===== src/rtl/timer_unit.sv =====
// Programmable 32-bit down-counter timer with a memory-mapped register window.
// An irq is raised when the count expires; one-shot or auto-reload operation.
module timer_unit (
  input  logic        clk,
  input  logic        reset,
  input  logic [29:0] addr,
  input  logic        we,
  input  logic [31:0] din,
  output logic [31:0] dout,
  output logic        irq
);

  localparam logic [1:0] OFS_CTRL   = 2'd0;
  localparam logic [1:0] OFS_PRESET = 2'd1;
  localparam logic [1:0] OFS_COUNT  = 2'd2;
  localparam logic [1:0] MODE_AUTO  = 2'b01;

  typedef enum logic [1:0] {
    ST_IDLE,
    ST_LOAD,
    ST_CNT,
    ST_INT
  } state_t;

  state_t      state;
  logic        ctrl_im;
  logic [1:0]  ctrl_mode;
  logic        ctrl_en;
  logic [31:0] preset;
  logic [31:0] count;
  logic        irq_flag;

  logic [1:0]  offset;
  logic        ctrl_write;
  logic        preset_write;
  logic        unused_addr_bits;

  // The bridge has already matched the window, so only the word offset matters.
  assign offset           = addr[1:0];
  assign unused_addr_bits = ^addr[29:2];
  assign ctrl_write       = we && (offset == OFS_CTRL);
  assign preset_write     = we && (offset == OFS_PRESET);

  // A CPU write to CTRL or PRESET stalls the counter for that cycle; otherwise
  // the FSM takes exactly one step.
  always_ff @(posedge clk or negedge reset) begin
    if (!reset) begin
      state     <= ST_IDLE;
      ctrl_im   <= 1'b0;
      ctrl_mode <= 2'b00;
      ctrl_en   <= 1'b0;
      preset    <= 32'd0;
      count     <= 32'd0;
      irq_flag  <= 1'b0;
    end else if (ctrl_write) begin
      ctrl_im   <= din[3];
      ctrl_mode <= din[2:1];
      ctrl_en   <= din[0];
      irq_flag  <= 1'b0;
    end else if (preset_write) begin
      preset <= din;
    end else begin
      case (state)
        ST_IDLE: begin
          if (ctrl_en) begin
            state <= ST_LOAD;
          end
        end
        ST_LOAD: begin
          count <= preset;
          state <= ST_CNT;
        end
        ST_CNT: begin
          if (!ctrl_en) begin
            state <= ST_IDLE;
          end else if (count > 32'd1) begin
            count <= count - 32'd1;
          end else begin
            count    <= 32'd0;
            irq_flag <= 1'b1;
            state    <= ST_INT;
          end
        end
        ST_INT: begin
          // Auto-reload leaves EN set so IDLE immediately starts the next run.
          if (ctrl_mode == MODE_AUTO) begin
            irq_flag <= 1'b0;
          end else begin
            ctrl_en <= 1'b0;
          end
          state <= ST_IDLE;
        end
        default: begin
          state <= ST_IDLE;
        end
      endcase
    end
  end

  always_comb begin
    dout = 32'd0;
    case (offset)
      OFS_CTRL:   dout = {28'd0, ctrl_im, ctrl_mode, ctrl_en};
      OFS_PRESET: dout = preset;
      OFS_COUNT:  dout = count;
      default:    dout = 32'd0;
    endcase
  end

  assign irq = ctrl_im & irq_flag;

endmodule


===== config.mk =====
export PLATFORM = sky130hd
export DESIGN_NAME = timer_unit
export DESIGN_NICKNAME = d
export VERILOG_FILES = /design/src/rtl/timer_unit.sv
export SDC_FILE = /design/constraint.sdc
export NUM_CORES = 1
export LEC_CHECK = 0
export BUFFER_PORTS_ARGS = -buffer_cell sky130_fd_sc_hd__buf_2
export CAP_MARGIN = 20
export CORE_MARGIN = 2
export CORE_UTILIZATION = 50
export DETAILED_ROUTE_END_ITERATION = 8
export GPL_TIMING_DRIVEN = 0
export PLACE_DENSITY = 0.71
export SETUP_SLACK_MARGIN = 0.1
export SLEW_MARGIN = 5
export SYNTH_ARGS = -nofsm -noshare
export SYNTH_HDL_FRONTEND = slang
export SYNTH_SLANG_ARGS = --single-unit

===== constraint.sdc =====
create_clock -name clk -period 2.7 [get_ports clk]
set_clock_uncertainty 0.1 [all_clocks]
set_input_delay 0.27 -clock clk [delete_from_list [all_inputs] [get_ports clk]]
set_output_delay 0.27 -clock clk [all_outputs]
set_load 0.005 [all_outputs]

# [After elaboration in Yosys (flattened, before gate mapping)]
# Index checks and enable logic that the tools add are counted.
[totals] inputBits=65 ff_bits=71 wordCells=56 out_inout_bits=33
[op_classes] mux=18 eq_ne=14 n_reduce_logical=12 add_sub_neg=1 magnitude_cmp=1 bitwise_logic=3
[ops] operator="one-hot mux 32 bit (3 select lines)" count=1
[ops] operator="two-way mux 32 bit" count=2
[ops] operator="one-hot mux 32 bit (2 select lines)" count=1
[ops] operator="> comparator 32 x 1 -> 1 bit (second input constant)" count=1
[ops] operator="subtractor 32 x 1 -> 32 bit (second input constant)" count=1
[ops] operator="!= test 3 bit (second input constant)" count=4
[ops] operator="two-way mux 1 bit" count=9
[ops] operator="!= test 2 bit (second input constant)" count=4
[ops] operator="one-hot mux 2 bit (4 select lines)" count=1
[ops] operator="AND reduction 4 bit" count=2
[ops] operator="equality test 2 x 1 -> 1 bit (second input constant)" count=3
[ops] operator="equality test 2 bit (second input constant)" count=3
[ops] operator="two-way mux 2 bit" count=3
[ops] operator="AND reduction 5 bit" count=1
[ops] operator="zero test 2 bit" count=2
[ops] operator="nonzero test 2 bit" count=2
[ops] operator="AND reduction 3 bit" count=1
[ops] operator="nonzero test 3 bit" count=1
[ops] operator="logical AND 1 bit" count=2
[ops] operator="NOT 1 bit" count=2
[ops] operator="one-hot mux 1 bit (2 select lines)" count=1
[ops] operator="AND reduction 2 bit" count=1
[ops] operator="AND 1 bit" count=1

# [Depth between registers and ports, before layout]
[depth] word_depth=6 ltp_mapped=8 ltp_nobuf=7

# [Worst setup path after synthesis]
# Ideal clock, no wire load.
[synth_timing] path_kind="reg-to-reg" start="reg count[12]" end="reg count[26]" stages_incl_launch_ff=8 arrival_ns=2.203 setup_ns=0.137 period_less_slack_ns=2.440 path_buffers=2 setup_slack_ns=0.260 required_ns=2.463 cell_sequence="dfrtp_1 > buf_6 > or4_4 > buf_6 > or4_4 > or2_4 > o311ai_2 > o211ai_1"
[synth_between] elab_chain_cells=4 word_cells_on_any_way=5 classes_between="1 x add/sub; 1 x order compare; 3 x mux"
[synth_lines] item="start: declaration" line="30" source="logic [31:0] count;"
[synth_lines] item="start signal: assignment" line="70" source="count <= preset;"
[synth_lines] item="start signal: assignment" line="77" source="count <= count - 32'd1;"
[synth_lines] item="subtractor 32 x 1 -> 32 bit / > comparator 32 x 1 -> 1 bit (equally long branches)" line="77, 76"
[synth_lines] item="two-way mux 32 bit *" line="76" source="end else if (count > 32'd1) begin"
[synth_lines] item="two-way mux 32 bit *" line="74" source="if (!ctrl_en) begin"
[synth_lines] item="one-hot mux 32 bit (2 select lines) *" line="63" source="case (state)"
# Mark *: on every way between the ends. The rest lies on a longest branch, timed or not. The select of a mux whose other input is x is not followed.
# A chain may end at the register's enable or synchronous reset.

# [Final worst setup path]
[layout_timing] start="reg count[12]" end="reg count[7]"
[layout_between] elab_chain_cells=4
[layout_lines] item="> comparator 32 x 1 -> 1 bit" line="76"
[layout_lines] item="two-way mux 32 bit" line="76"
[layout_lines] item="two-way mux 32 bit" line="74"
[layout_lines] item="one-hot mux 32 bit (2 select lines)" line="63"
# No other way between the ends. The select of a mux whose other input is x is not followed.

==> impl_metrics.env <==
export IMPL_hold_class="in2reg"
export IMPL_num_antenna_cells=0
export IMPL_yosysTopAreaCellShare_pct=43.6
export IMPL_grt_pass1_vias=3708
export IMPL_holdPathEnd="preset[7]$_DFFE_PN0P_"
export IMPL_synthDistinctLibCells=53
export IMPL_firstDrtPassIters=5
export IMPL_grt_total_usage_pct=27.1
export IMPL_drc=0
export IMPL_cts_tree="yes"
export IMPL_synth_edf_count=0
export IMPL_tightest_slew_ns=0.680
export IMPL_relSlewSlack_pct=54.7
export IMPL_crit_arrival_ns=2.62
export IMPL_ios=98
export IMPL_yosysWarnings=0
export IMPL_postSynth_asyncResetShare_pct=100
export IMPL_rrSetupSlack_ns=0.19
export IMPL_drive_above_1_share_pct=34.0
export IMPL_antenna_found_initial=0
export IMPL_syn_cell_area_um2=4080
export IMPL_tns_ns=0
export IMPL_nets=553
export IMPL_cts_sinks=71
export IMPL_p_per_area_nw_per_um2=971
export IMPL_gr_total_overflow=0
export IMPL_r2r_end="count[7]$_DFFE_PN0P_"
export IMPL_crit_family="simple AND/OR/NAND/NOR gates"
export IMPL_syn2layout_area_growth_pct=20.2
export IMPL_final_util_pct=62.8
export IMPL_syn_area_per_cell_um2=10.2
export IMPL_die_h_um=94.3
export IMPL_yosysSeqAreaShare_pct=43.6
export IMPL_worst_path_max_fanout=9
export IMPL_start_util_pct=52.2
export IMPL_final_cell_mix="buf_2, dfrtp_1, a22o_1, mux2_2, o21ai_0"
export IMPL_gp_congestion=0.942
export IMPL_rows=32
export IMPL_synthFlopType="dfrtp_1"
export IMPL_stdcell_count=593
export IMPL_hold_viol_final=0
export IMPL_status="complete, no violations"
export IMPL_max_clock_path_buffers=2
export IMPL_synth_fp_nets=465
export IMPL_setup_viol=0
export IMPL_htree_levels=3
export IMPL_slew_viol_final=0
export IMPL_clk_latency_ns=0.34
export IMPL_synth_area_leaders="dfrtp_1, mux2_2, a22o_1"
export IMPL_grt_max_degree=42
export IMPL_rsz0062_at_grt="true"
export IMPL_r2r_start="count[12]$_DFFE_PN0P_"
export IMPL_grt_pass1_wl_um=18700
export IMPL_wl_per_cell_um=19.5
export IMPL_port_buffers=68
export IMPL_clkTransAtPathRegs_ns=0.08
export IMPL_required_ns=2.81
export IMPL_layout_setup_ws_ns=0.194
export IMPL_final_antenna_net_count=0
export IMPL_num_vias=3783
export IMPL_core_area_um2=7810
export IMPL_min_from="din[7]"
export IMPL_die_w_um=94.3
export IMPL_numCtsBuffers=9
export IMPL_irDropWorstVdd_mv=0.416
export IMPL_drt_iter0_drc=308
export IMPL_p_leak_nw=2.11
export IMPL_r2r_cells=9
export IMPL_syn_inst=398
export IMPL_crit_chain="buf_6, or4_4, buf_6, nor4_4, buf_4, a31oi_4, buf_4, a32oi_1, o22ai_1"
export IMPL_placedCellCount=569
export IMPL_die_area_um2=8890
export IMPL_finalCritPeriodShare_pct=92.8
export IMPL_yosysTopAreaCell="dfrtp_1"
export IMPL_crit_path_max_incr_delay_ns=0.50
export IMPL_min_path_cells=2
export IMPL_period_needed_ns=2.51
export IMPL_cp_end_kind="register"
export IMPL_drv_cap=0
export IMPL_worst_path_max_delay_cell="or4_4"
export IMPL_vias_per_cell=6.38
export IMPL_ys_seq_elements=71
export IMPL_critPathLaunchType="register"
export IMPL_wl_um=11600
export IMPL_cp_buffers_inverters=4
export IMPL_hpwl_um=8040
export IMPL_cts_root_buf="clkbuf_8"
export IMPL_dpl_worst_slack_ns=-0.0717
export IMPL_crit_type="reg2reg"
export IMPL_fmax_mhz=399
[report_power, final]
group | internal (mW) | leakage [nW] | switching, mW
clock | 0.447 | 0.0981 | 0.415
sequential | 1.40 | 0.859 | 0.428
combinational | 0.899 | 1.15 | 1.16
total | 2.75 | 2.11 | 2.01
[Yosys cell counts, types with 7 or more instances]
cell type and n:
a22oi_1 7, inv_1 12, nand2_1 24, nor2_1 18, o21ai_0 30, o2bb2ai_1 13
nor3_1 17, dfrtp_1 71, clkbuf_1 19, a21oi_1 8, a22o_1 36, a32oi_1 14
mux2_2 36
[flip-flops by register name, summed over array words and instances (netlist names)]
register   cells
irq_flag       1
count         32
ctrl_im        1
state          2
ctrl_en        1
preset        32
ctrl_mode      2
[kinds of logic after synthesis]
| kind of cell | Yosys count | share of synthesized area (%) |
|---|---|---|
| mux | 40 | 10.9 |
| fa+ha+maj | 2 | 0.614 |
| simple gates | 100 | 13.5 |
| flops | 71 | 43.6 |
| buf+inv | 45 | 5.03 |
| compound gates | 140 | 26.4 |
[repair_timing]
action                                 CTS  global route
setup endpoints to repair               18            51
pin swaps                                1             8
endpoints found under the hold margin   30             0
hold buffers                             1             0
gates resized for setup                  2            18
buffers inserted                         1             6
[worst register-to-register path, delay by kind of cell, from the launching register on]
| kind | cells | cell delay (ns) |
|---|---|---|
| AO/OA/AOI/OAI | 3 | 0.46 |
| buffers and inverters | 4 | 0.68 |
| flip-flops | 1 | 0.38 |
| AND/OR/NAND/NOR | 2 | 0.77 |
[layout make-up]
class                           count  area [um2]
Tap cell                          102         128
Sequential cell                    71        1780
Inverter                           12        45.0
Fill cell                         678        2910
Clock inverter                      6        60.1
Multi-Input combinational cell    282        2150
Timing Repair Buffer               77         425
Buffer                             33         178
Clock buffer                       10         138
[layer usage]
metal	vias up	track usage, %	share of wire [%]
met2	188	43.0	47
li1	1706	-	-
met4	0	10.6	2.3
met5	-	0	0
met3	25	4.98	7.8
met1	1864	37.1	43
[per-stage QoR]
stage / total power [mW] / instance area (um2) / hold WS [ns]
floorplan: 3.10 / 4080 / -0.126
global placement: 3.65 / 4550 / 0.401
detailed placement: 3.72 / 4570 / 0.133
CTS: 4.60 / 4800 / 0.0554
global route: 5.05 / 4900 / 0.0557
finish: 4.76 / 4900 / 0.0542
[worst max-delay path by stage]
stage                               start                     to  slack (ns)  cells after the start
finish              count[12]$_DFFE_PN0P_   count[7]$_DFFE_PN0P_        0.19                      9
global route         count[2]$_DFFE_PN0P_  count[23]$_DFFE_PN0P_        0.08                      7
CTS                 count[25]$_DFFE_PN0P_  count[29]$_DFFE_PN0P_        0.10                      7
detailed placement   count[0]$_DFFE_PN0P_  count[28]$_DFFE_PN0P_       -0.07                      7
global placement     count[0]$_DFFE_PN0P_  count[28]$_DFFE_PN0P_        -0.1                      7
floorplan           count[12]$_DFFE_PN0P_  count[26]$_DFFE_PN0P_        0.26                      7
Note: power is estimated with default switching activity, not from simulation.
